==> config.mk <==
export PLATFORM = sky130hd
export DESIGN_NAME = sp_ram_req_ctrl
export DESIGN_NICKNAME = d
export VERILOG_FILES = /design/src/rtl/sp_ram_req_ctrl.sv
export SDC_FILE = /design/constraint.sdc
export NUM_CORES = 1
export LEC_CHECK = 0
export CORE_AREA = 2 2 153 214
export CTS_CLUSTER_DIAMETER = 150
export CTS_CLUSTER_SIZE = 20
export DETAILED_ROUTE_END_ITERATION = 10
export DIE_AREA = 0 0 155 216
export HOLD_SLACK_MARGIN = 0.1
export PLACE_DENSITY = 0.79
export SLEW_MARGIN = 20
export SYNTH_ARGS = -nofsm -noshare
export SYNTH_HDL_FRONTEND = slang
export SYNTH_SLANG_ARGS = --single-unit
==> constraint.sdc <==
create_clock -name clk -period 2.9 [get_ports clk]
set_input_delay 0.58 -clock clk [delete_from_list [all_inputs] [get_ports clk]]
set_output_delay 0.58 -clock clk [all_outputs]
set_load 0.02 [all_outputs]
==> src/rtl/sp_ram_req_ctrl.sv <==
// ---------------------------------------------------------------------------
// sp_ram_req_ctrl
//
// Initiator-side controller for the single-port block-RAM model. A client
// (for example a CAM lookup engine) presents read/write requests on a
// valid/ready stream; this block drives the RAM pin protocol in the same cycle
// the request is accepted, follows the RAM's fixed read latency with a small
// shift register, and hands read data back through a response FIFO that has
// its own valid/ready backpressure.
//
// Handshake semantics (both streams): a beat transfers on a rising clk edge
// where valid && ready are both high. req_ready does not depend on req_valid
// or req_wr. rsp_valid does not depend on rsp_ready. Once rsp_valid is high it
// stays high, with stable rsp_rdata, until the beat is consumed.
//
// Admission is credit based. Every read (and every write, when write acks are
// enabled) holds one credit from acceptance until its response leaves the
// FIFO. Because there are only RSP_DEPTH credits, the FIFO can never overflow.
//
// Optional feature macro: SP_RAM_CTRL_WR_ACK_EN
//   When it is defined, every accepted write also travels down the read
//   pipeline and returns a response with rsp_rdata = 0. The extra port rsp_wr
//   marks those responses. When it is undefined, writes produce no response
//   and rsp_wr does not exist.
//
// Parameters:
//   ADDR_WIDTH  RAM address width
//   DATA_WIDTH  RAM data width
//   MASK_WIDTH  write-mask width (passed through unchanged)
//   RD_LATENCY  RAM read latency, 1 (low latency) or 2 (output registered)
//   RSP_DEPTH   response FIFO depth, power of 2, >= RD_LATENCY+2
//
// Ports:
//   clk, rst          clock; synchronous active-high reset
//   req_valid/ready   request handshake
//   req_wr            1 = write, 0 = read
//   req_addr/wdata/mask  request payload
//   rsp_valid/ready   response handshake
//   rsp_rdata         read data at the FIFO head
//   rsp_wr            (write-ack build only) response is a write ack
//   ram_chip_en, ram_wr_en, ram_addr, ram_wdata, ram_mask  RAM request pins
//   ram_rst           RAM reset, equal to rst
//   ram_reg_en        RAM output-register enable
//   ram_rdata         RAM read data
// ---------------------------------------------------------------------------
module sp_ram_req_ctrl #(
  parameter int ADDR_WIDTH = 9,
  parameter int DATA_WIDTH = 72,
  parameter int MASK_WIDTH = 72,
  parameter int RD_LATENCY = 1,
  parameter int RSP_DEPTH  = 4
) (
  input  logic                  clk,
  input  logic                  rst,
  // request stream
  input  logic                  req_valid,
  output logic                  req_ready,
  input  logic                  req_wr,
  input  logic [ADDR_WIDTH-1:0] req_addr,
  input  logic [DATA_WIDTH-1:0] req_wdata,
  input  logic [MASK_WIDTH-1:0] req_mask,
  // response stream
  output logic                  rsp_valid,
  input  logic                  rsp_ready,
  output logic [DATA_WIDTH-1:0] rsp_rdata,
`ifdef SP_RAM_CTRL_WR_ACK_EN
  output logic                  rsp_wr,
`endif
  // RAM pins
  output logic                  ram_chip_en,
  output logic                  ram_wr_en,
  output logic [ADDR_WIDTH-1:0] ram_addr,
  output logic [DATA_WIDTH-1:0] ram_wdata,
  output logic [MASK_WIDTH-1:0] ram_mask,
  output logic                  ram_rst,
  output logic                  ram_reg_en,
  input  logic [DATA_WIDTH-1:0] ram_rdata
);

  // Pointer width, occupancy width (must hold RSP_DEPTH itself) and the
  // width of the credit sum (occupancy plus up to RD_LATENCY in flight).
  localparam int PW = $clog2(RSP_DEPTH);
  localparam int CW = PW + 1;
  localparam int UW = CW + 1;

  // ---------------------------------------------------------------------
  // Elaboration-time parameter checks
  // ---------------------------------------------------------------------
  if (RD_LATENCY != 1 && RD_LATENCY != 2) begin : g_bad_latency
    $error("sp_ram_req_ctrl: RD_LATENCY must be 1 or 2");
  end
  if (RSP_DEPTH < RD_LATENCY + 2) begin : g_bad_depth
    $error("sp_ram_req_ctrl: RSP_DEPTH must be >= RD_LATENCY+2");
  end
  if ((RSP_DEPTH & (RSP_DEPTH - 1)) != 0) begin : g_bad_pow2
    $error("sp_ram_req_ctrl: RSP_DEPTH must be a power of 2");
  end

  // ---------------------------------------------------------------------
  // Declarations
  // ---------------------------------------------------------------------
  logic                  w_acc;
  logic                  w_push;
  logic                  w_pop;
  logic [DATA_WIDTH-1:0] w_push_data;
  logic [UW-1:0]         w_pipe_cnt;
  logic [UW-1:0]         w_used;

  // r_rd_pipe[i] is set when a response-producing request was accepted
  // i+1 cycles ago; the last stage lines up with valid ram_rdata.
  logic [RD_LATENCY-1:0] r_rd_pipe;

  logic [DATA_WIDTH-1:0] r_mem [RSP_DEPTH];
  logic [PW-1:0]         r_wptr;
  logic [PW-1:0]         r_rptr;
  logic [CW-1:0]         r_count;

`ifdef SP_RAM_CTRL_WR_ACK_EN
  // Parallel to r_rd_pipe: marks in-flight entries that are write acks.
  logic [RD_LATENCY-1:0] r_wr_pipe;
  logic                  r_wr_mem [RSP_DEPTH];
`endif

  // ---------------------------------------------------------------------
  // Credits and request acceptance
  // ---------------------------------------------------------------------
  // Everything that will eventually occupy a FIFO slot is counted: what is
  // already stored plus what is still travelling through the RAM. Only
  // registered state is used, so a pop this cycle frees its credit next cycle.
  always_comb begin
    w_pipe_cnt = '0;
    for (int i = 0; i < RD_LATENCY; i++) begin
      w_pipe_cnt = w_pipe_cnt + UW'(r_rd_pipe[i]);
    end
  end

  assign w_used    = UW'(r_count) + w_pipe_cnt;
  assign req_ready = !rst && (w_used < UW'(RSP_DEPTH));
  assign w_acc     = req_valid && req_ready;

  // ---------------------------------------------------------------------
  // RAM pin drive (same cycle as acceptance)
  // ---------------------------------------------------------------------
  assign ram_chip_en = w_acc;
  assign ram_wr_en   = w_acc && req_wr;
  assign ram_addr    = req_addr;
  assign ram_wdata   = req_wdata;
  assign ram_mask    = req_mask;
  assign ram_rst     = rst;

  // With an output-registered RAM the second stage must capture exactly one
  // cycle after the access, which is when r_rd_pipe[0] is set.
  if (RD_LATENCY == 2) begin : g_reg_en_pipe
    assign ram_reg_en = r_rd_pipe[0];
  end else begin : g_reg_en_tied
    assign ram_reg_en = 1'b1;
  end

  // ---------------------------------------------------------------------
  // Read tracking pipeline
  // ---------------------------------------------------------------------
  always_ff @(posedge clk) begin
    if (rst) begin
      r_rd_pipe <= '0;
    end else begin
`ifdef SP_RAM_CTRL_WR_ACK_EN
      r_rd_pipe[0] <= w_acc;
`else
      r_rd_pipe[0] <= w_acc && !req_wr;
`endif
      for (int i = 1; i < RD_LATENCY; i++) begin
        r_rd_pipe[i] <= r_rd_pipe[i-1];
      end
    end
  end

`ifdef SP_RAM_CTRL_WR_ACK_EN
  always_ff @(posedge clk) begin
    if (rst) begin
      r_wr_pipe <= '0;
    end else begin
      r_wr_pipe[0] <= w_acc && req_wr;
      for (int i = 1; i < RD_LATENCY; i++) begin
        r_wr_pipe[i] <= r_wr_pipe[i-1];
      end
    end
  end

  // Write acks carry zero data rather than whatever the RAM drives.
  assign w_push_data = r_wr_pipe[RD_LATENCY-1] ? '0 : ram_rdata;
`else
  assign w_push_data = ram_rdata;
`endif

  // ---------------------------------------------------------------------
  // Response FIFO
  // ---------------------------------------------------------------------
  assign w_push    = r_rd_pipe[RD_LATENCY-1];
  assign rsp_valid = !rst && (r_count != '0);
  assign w_pop     = rsp_valid && rsp_ready;
  assign rsp_rdata = r_mem[r_rptr];

  // Pointers are exactly PW bits wide, so they wrap modulo RSP_DEPTH.
  always_ff @(posedge clk) begin
    if (rst) begin
      r_wptr  <= '0;
      r_rptr  <= '0;
      r_count <= '0;
    end else begin
      if (w_push) begin
        r_wptr <= r_wptr + 1'b1;
      end
      if (w_pop) begin
        r_rptr <= r_rptr + 1'b1;
      end
      // Simultaneous push and pop leaves the occupancy unchanged.
      case ({w_push, w_pop})
        2'b10:   r_count <= r_count + 1'b1;
        2'b01:   r_count <= r_count - 1'b1;
        default: r_count <= r_count;
      endcase
    end
  end

  // Storage has no reset; stale entries are unreachable once the pointers
  // and count are cleared.
  always_ff @(posedge clk) begin
    if (w_push) begin
      r_mem[r_wptr] <= w_push_data;
    end
  end

`ifdef SP_RAM_CTRL_WR_ACK_EN
  always_ff @(posedge clk) begin
    if (w_push) begin
      r_wr_mem[r_wptr] <= r_wr_pipe[RD_LATENCY-1];
    end
  end

  assign rsp_wr = r_wr_mem[r_rptr];
`endif

  // Credits should make a push into a full FIFO impossible.
  a_no_overflow : assert property (@(posedge clk) disable iff (rst)
    !(w_push && (r_count == CW'(RSP_DEPTH))));

endmodule

==> run_results.csv <==
group,metric,value,unit
outcome,status,"complete, no violations",
detailed_routing,drc,0,
yosys,synthArstFlopShare,0,%
die,die_h,216,um
yosys,synthCells,587,
final_layout,area_growth,12.22,%
die,rows,77,
global_routing,grt_overflow,0,
pwr,design_power_total,0.008085,W
timing,clock.fmax,0.3536,GHz
pwr,vdd_ir_drop_max,269.7,uV
detailed_routing,dr.pass1.iters,6,
final_layout,fillers,2624,
clock_network,htree_levels,1,
yosys,ys_seq_area_share,72.88,%
timing,drv_slew,0,
pwr,p_per_area,593.3,nW/um^2
detailed_routing,drt_iter0_drc,232,
clock_network,path_clk_slew,80,ps
final_layout,multi_input_area,1918,um^2
global_routing,antenna_found_initial,7,
yosys,ys_warn_count,0,
timing,rsz0062_at_grt,"no",
timing,setup_violations,0,
placed_design,port_buffers,153,
pwr,switchingPower,0.001648,W
timing,hold_viol_final,0,
pwr,p_leak,4.345,nW
clock_network,cts_buffer_depth,3,
die,dieArea,33480,um^2
pwr,power_frac_seq,59.2,%
final_layout,drive_gt1_share,18.80,%
detailed_routing,postRouteAntennaNets,0,
pwr,p_sw_share,20.38,%
yosys,syn_area,12140,um^2
setup_path,timing.rr.start,"r_count[0]",
final_layout,finalNonFillerCells,1017,
placed_design,dp_hpwl,15950,um
die,ios,461,
yosys,synth.avg_cell_area,20.68,um^2
yosys,syn-num-nets,823,
yosys,synthFlopType,"edfxtp_1",
timing,worst_hold_slack,533.1,ps
final_layout,final_util,43.25,%
setup_path,end_kind,"primary output",
timing,timing.final.crit_share,97.51,%
detailed_routing,dr_total_vias,5072,
yosys,synth_top_area_share,71.23,%
setup_path,critical_path_arrival,2250,ps
min_path,hp-start,"r_rptr[1]",
yosys,synth_edf_count,288,
final_layout,register_area,8856,um^2
die,core-area,31500,um^2
min_path,hp-class,"reg -> reg",
clock_network,numCtsBuffers,18,
final_layout,layout_commonest_cell,"edfxtp_1",
setup_path,required,2320,ps
yosys,ys_seq_elements,298,
pwr,combPwrFrac,9.8,%
clock_network,clk_latency,500,ps
global_routing,grt_max_degree,73,
pwr,clkPwrFrac,31.0,%
timing,tns,0,ps
yosys,synthTopCellsByArea,"edfxtp_1, mux4_2, buf_4",
timing,relSlewSlack,64.85,%
setup_path,worstPathMaxFanout,10,
global_routing,grt_pass1_vias,5385,
flow_run,drv_cap,0,
clock_network,root_buffer,"clkbuf_16",
placed_design,gp_congestion,0.7200,
final_layout,nets,841,
global_routing,grtUsageTotal,13.96,%
setup_path,worst-setup-path-type,"reg -> out",
timing,worst_pin_slew,527.3,ps
pwr,power.internal,0.006437,W
clock_network,clock-sinks,298,
placed_design,dpl.cell_count,977,
yosys,synth.largest_area_cell,"edfxtp_1",
detailed_routing,drt-total-wl,23880,um
timing,fin_skew,11.37,ps
die,die_width,155,um
die,initial_utilization,38.54,%
timing,period_needed,2828,ps
yosys,yosysUniqueCellTypes,27,
global_routing,grt_pass1_wl,34380,um
detailed_routing,vias_per_cell,4.987,
setup_path,crit_path_start_kind,"flip-flop",
final_layout,final_cell_mix,"edfxtp_1, clkdlybuf4s50_1, mux4_2",
clock_network,cts_tree,"done",
detailed_routing,wl_per_cell,23.48,um
kinds of logic after synthesis:
kind of cell               after synthesis  synth area share (%)
adders and majority gates                6                0.6801
AOI/OAI and AO/OA                        6                0.3812
buffers and inverters                  179                 11.41
DFF                                    298                 72.88
other                                    1               0.03089
xor gates and xnor gates                 5                0.3607
muxes                                   73                 13.50
and+or+nand+nor                         19                0.7627
cells in the mapped netlist (all sizes together), types with 2 or more instances:
| library cell | number |
|---|---|
| a21oi | 2 |
| and2 | 5 |
| buf | 171 |
| clkbuf | 2 |
| dfxtp | 10 |
| edfxtp | 288 |
| ha | 5 |
| inv | 6 |
| mux4 | 72 |
| nor2 | 10 |
| xor2 | 4 |
what timing repair did:
action | in CTS | in global routing
resized for setup | 39 | 14
gates cloned | 1 | 0
setup buffers | 2 | 0
hold buffers | 0 | 0
endpoints found under the setup margin | 64 | 14
registers in the layout, summed over array words and instances (netlist names), named ones only:
| signal | flops |
|---|---|
| r_rd_pipe | 1 |
| r_count | 3 |
| r_mem | 288 |
| r_wptr | 2 |
| r_rptr | 2 |
worst max-delay path, stage by stage, from the launching register on:
cell and delay [ps]:
dfxtp_4 390, bufbuf_16 300, mux4_2 490, clkdlybuf4s50_1 570
metrics by stage:
stage                     setup WS, ps  instance area, um^2
after floorplan                  235.4                12140
after global placement           169.1                13030
after detailed placement         183.9                13030
after CTS                        1.917                13580
after global routing             2.104                13610
final                            72.27                13630
metal layers:
layer / vias up / global-route usage [%] / wire length (um) / part of all wire (%)
li1: 2178 / - / - / -
met1: 2537 / 14.40 / 7946 / 33
met2: 234 / 22.83 / 11670 / 49
met3: 121 / 6.145 / 2697 / 11
met4: 2 / 9.414 / 1562 / 6.5
met5: - / 0 / 10 / 0.042
worst paths after layout:
kind                   endpoint  slack, ps  cells past startpoint
hold reg to reg       r_rptr[1]        530                      2
setup reg to reg     r_count[2]        870                      8
hold / removal        r_rptr[1]        530                      2
setup / recovery  rsp_rdata[31]         70                      3
final cells by class:
cell class,instances,share of cell area [%]
Clock buffer,32,3.921
Sequential cell,298,65.00
Antenna cell,5,0.09183
Timing Repair Buffer,171,13.12
Tap cell,395,3.627
Multi-Input combinational cell,110,14.08
Inverter,6,0.1653
power by group through the flow:
stage               sequential [W]  combinational [W]  clock (W)
floorplan                  0.00488           0.000756          0
global placement           0.00489           0.000795          0
detailed placement         0.00490           0.000808          0
CTS                        0.00479           0.000808    0.00260
global route               0.00479           0.000840    0.00274
finish                     0.00479           0.000789    0.00251
Power figures use the tool's default switching activity.
==> RTL edit 1 (config.mk and constraints unchanged) <==
Build with the macro `SP_RAM_CTRL_WR_ACK_EN` defined.
--- a/src/rtl/sp_ram_req_ctrl.sv
+++ b/src/rtl/sp_ram_req_ctrl.sv
@@ -45,2 +45,4 @@
 // ---------------------------------------------------------------------------
+`define SP_RAM_CTRL_WR_ACK_EN
+
 module sp_ram_req_ctrl #(
Behaviour (old outputs only; new: rsp_wr): not the same (a bounded check fails within 4 cycles, from zero or initial values and one cycle with rst high).
==> RTL edit 1 against the original RTL <==
Total power increased by 10%; hold slack better by 0.0080 ns; worst setup slack better by 0.010 ns; via count up 12%; area after synthesis is 5.3% higher; critical path type unchanged; count of clock-buffer cells in the layout did not move; final area increased by 4.8%; utilization is 2.1 points higher; non-clock buffer count up 1; sequential cell count is 5 higher; routed wire length is 44% higher; sequential share of layout area is 2.0 points lower; first-iteration DRC count up 62%.
==> RTL edit 1: results (changes against the original RTL) <==
start_kind: "flip-flop"
synth_nets: 910  # +11%
synthAdderAreaFrac_pct: 0.646  # -0.034 points
nNetsFinal: 922  # +9.6%
dpl.hpwl_um: 25600  # +61%
cts_buffer_depth: 3  # unchanged
htreeDepth: 1  # unchanged
arrival_ns: 2.24
antenna_found_initial: 2  # -5
rrSetupSlack_ns: 0.87  # about the same
synth_edf_count: 292  # +1.4%
place_inst: 1059  # +8.4%
fin_ws_ns: 0.0823  # +0.0100 ns
crit_family: "buffers and inverters"
synth_compound_area_share_pct: 0.362  # -0.019 points
firstDrtPassIters: 6  # unchanged
finalWeightedCongestion: 0.836  # +16%
status: "complete, no violations"
reg_top3: "r_mem: 288 flops, r_wr_mem: 4 flops, r_count: 3 flops"
synth_common_cells: "edfxtp_1 (292), buf_4 (155), mux4_2 (72), nor2b_1 (72), dfxtp_1 (11)"
seq_area_frac_synth_pct: 70.3  # -2.6 points
worst_pin_slew_ns: 1.00  # +0.474 ns
critPathMaxFanout: 16  # +6
worstHoldPathCells: 2  # unchanged
clk_pin_slew_worst_paths_ns: 0.08  # about the same
via_count: 5674  # +12%
crit_slowest_cell: "clkdlybuf4s50_1"
fin_skew_ns: 0.0267  # +0.0154 ns
dp_slack_ns: 0.168  # -0.0157 ns
cts_inserted_buffers: 19  # +1
ff2ff_path_depth: 8  # unchanged
wl_per_cell_um: 31.3  # +33%
grt_max_degree: 77  # +5.5%
grt.total_usage_pct: 20.1  # +6.2 points
netlist_instances: 674  # +15%
worstHoldStart: "r_rptr[1]"
ir_drop_v: 0.000331  # +23%
leakage_uw: 0.00473  # +8.9%
routed_wl_um: 34300  # +44%
synthTopCellsByArea: "edfxtp_1 (69%), mux4_2 (13%), buf_4 (9.1%), nor2b_1 (3.5%), dfxtp_1 (1.7%)"
r2r-end: "r_count[2]"
synthMuxAreaShare_pct: 13.0  # -0.53 points
cts_root_buf: "clkbuf_16"
io_buffer_count: 154  # +0.65%
place_area_um2: 13700  # +4.8%
drt_iter0_markers: 376  # +62%
cpPeakStageDelay_ns: 0.58
drive_gt1_share_pct: 17.2  # -1.6 points
grt_pass1_wl_um: 46800  # +36%
synth-xor-area-share_pct: 0.342  # -0.018 points
async_flop_share_pct: 0  # unchanged
grt_pass1_vias: 5948  # +10%
insertion_delay_ns: 0.52  # +0.02 ns
holdCritPathClass: "flip-flop to flip-flop"
cp-endpoint: "rsp_rdata[50]"
yosysUniqueCellTypes: 28  # +3.7%
holdWs_ns: 0.541  # +0.00796 ns
yosys_warnings: 0  # unchanged
[RTL edit 1: cell type report]
class / count / area [µm²]
clock buffer: 32 / 524
clock inverter: 2 / 28.8
inverter: 6 / 22.5
tap: 395 / 494
fill: 2602 / 17200
multi-input combinational: 184 / 2390
sequential: 303 / 9000
timing repair buffer: 172 / 1820
antenna: 1 / 2.50
[RTL edit 1: timing repair]
item / in CTS / in global routing
endpoints found under the hold margin: 0 / 0
buffers inserted: 1 / 0
gates resized for setup: 17 / 29
cloned: 0 / 0
setup endpoints to repair: 66 / 27
hold buffers: 0 / 0
[RTL edit 1: per-layer routing]
layer	vias to the layer above	global-route usage, %	wire, µm
li1	2425	-	-
met1	2818	18.0	9610
met2	375	30.4	15500
met3	54	21.5	8350
met4	2	5.37	782
met5	-	1.19	57
[RTL edit 1: power breakdown]
| part | switching (µW) | internal (µW) |
|---|---|---|
| combinational | 632 | 660 |
| sequential | 60.1 | 4940 |
| clock | 1360 | 1260 |
==> RTL edit 2 (config.mk and constraints unchanged) <==
Without the edit above. `ADDR_WIDTH`: 9 -> 10.
--- a/src/rtl/sp_ram_req_ctrl.sv
+++ b/src/rtl/sp_ram_req_ctrl.sv
@@ -46,3 +46,3 @@
 module sp_ram_req_ctrl #(
-  parameter int ADDR_WIDTH = 9,
+  parameter int ADDR_WIDTH = 10,
   parameter int DATA_WIDTH = 72,
Ports: changed (resized ram_addr and req_addr); port bits go from 461 to 463. No check against the original RTL was run, so the function may have changed too.
==> RTL edit 2 against the original RTL <==
The run now ends with negative setup slack left; worst setup slack worse by 0.074 ns; critical path depth unchanged; hold slack worse by 0.0043 ns; final area down 0.53%; total power up 0.41%; routed wire length up 0.21%; sequential cell count unchanged; area after synthesis about the same.
==> RTL edit 2: results (changes against the original RTL) <==
violations: "negative setup slack"
fin_ws_ns: -0.00133  # -0.0736 ns
synth_compound_area_share_pct: 0.381  # about the same
synth_nets: 825  # +0.24%
grt_max_degree: 45  # -38%
nNetsFinal: 837  # -0.48%
fillers: 2597  # -1.0%
leakage_uw: 0.00420  # -3.4%
synthAdderAreaFrac_pct: 0.680  # about the same
worst_pin_slew_ns: 0.504  # -0.0230 ns
synthTopCellsByArea: "edfxtp_1 (71%), mux4_2 (13%), buf_4 (9.6%), dfxtp_1 (1.6%), buf_12 (1.2%)"
arrival_ns: 2.32  # +0.07 ns
finalWeightedCongestion: 0.735  # +2.0%
routed_wl_um: 23900  # +0.21%
grtUsageMet2_pct: 23.2  # +0.39 points
grt_pass1_wl_um: 34600  # +0.77%
period_share_pct: 100  # +2.5 points
synth-xor-area-share_pct: 0.360  # about the same
synth_common_cells: "edfxtp_1 (288), buf_4 (156), mux4_2 (70)"
status: "finished with violations"
grt_pass1_vias: 5394  # +0.17%
p_sw_share_pct: 20.7  # +0.30 points
seqPwrFrac_pct: 59.0  # -0.2 points
setup-violations-final: 1  # +1
via_per_inst: 5.05  # +1.2%
drt_iter0_markers: 275  # +19%
grtUsageMet3_pct: 5.16  # -0.98 points
critPathMaxFanout: 22  # +12
power.density_nw_per_um2: 599  # +0.94%
dpl.hpwl_um: 15500  # -3.0%
fin_skew_ns: 0.0161  # +0.00470 ns
grt.total_usage_pct: 14.1  # +0.13 points
[RTL edit 2: changes by cell type after synthesis]
cell	before	now
buf_4	155	156
[RTL edit 2: worst paths after layout]
kind / start / end / slack, ns / cells after the start
max: flip-flop / rsp_rdata[3] / -0.001 / 3
min reg2reg: r_rptr[0] / flip-flop / 0.53 / 2
max reg2reg: r_count[0] / r_count[2] / 0.89 / 8
min: r_rptr[0] / flip-flop / 0.53 / 2
[RTL edit 2: layout make-up]
class                   instances  share of cell area, %
multi-input cells             110                   14.2
clock buffers                  32                   3.94
inverters                       6                  0.166
well taps                     395                   3.65
repair buffers                166                   12.7
diodes                          2                 0.0369
flip-flops and latches        298                   65.3
[RTL edit 2: what timing repair did]
item,in CTS,in global routing
setup buffers,0,0
hold buffers,0,0
setup endpoints to repair,56,27
resized for setup,26,3
cloned,1,0
[RTL edit 2: kinds of logic (layout without fill, tap and decap cells)]
logic type / count (synthesis) / count (layout)
flip-flops: 298 / 298
buffers and inverters: 180 / 204
multiplexers: 73 / 73
AND/OR/NAND/NOR: 19 / 19
adder cells (fa/ha/maj): 6 / 6
AO/OA/AOI/OAI: 6 / 6
XOR/XNOR: 5 / 5
other: 1 / 3
[RTL edit 2: through the flow]
stage | worst slack (ns) | TNS (ns)
finish | -0.00133 | -0.00133
global route | -0.0897 | -1.45
CTS | -0.0484 | -0.551
detailed placement | 0.137 | 0
global placement | 0.127 | 0
floorplan | 0.235 | 0
[RTL edit 2: worst max-delay path, stage by stage (launching register included)]
cell and delay [ns]:
dfxtp_4 0.40, bufbuf_16 0.37, mux4_2 0.51, clkdlybuf4s50_1 0.54
[RTL edit 2: per-layer routing]
metal / vias up / wire (µm)
met4: 4 / 1170
li1: 2156 / -
met2: 236 / 12000
met5: - / 20
met1: 2590 / 8510
met3: 107 / 2240
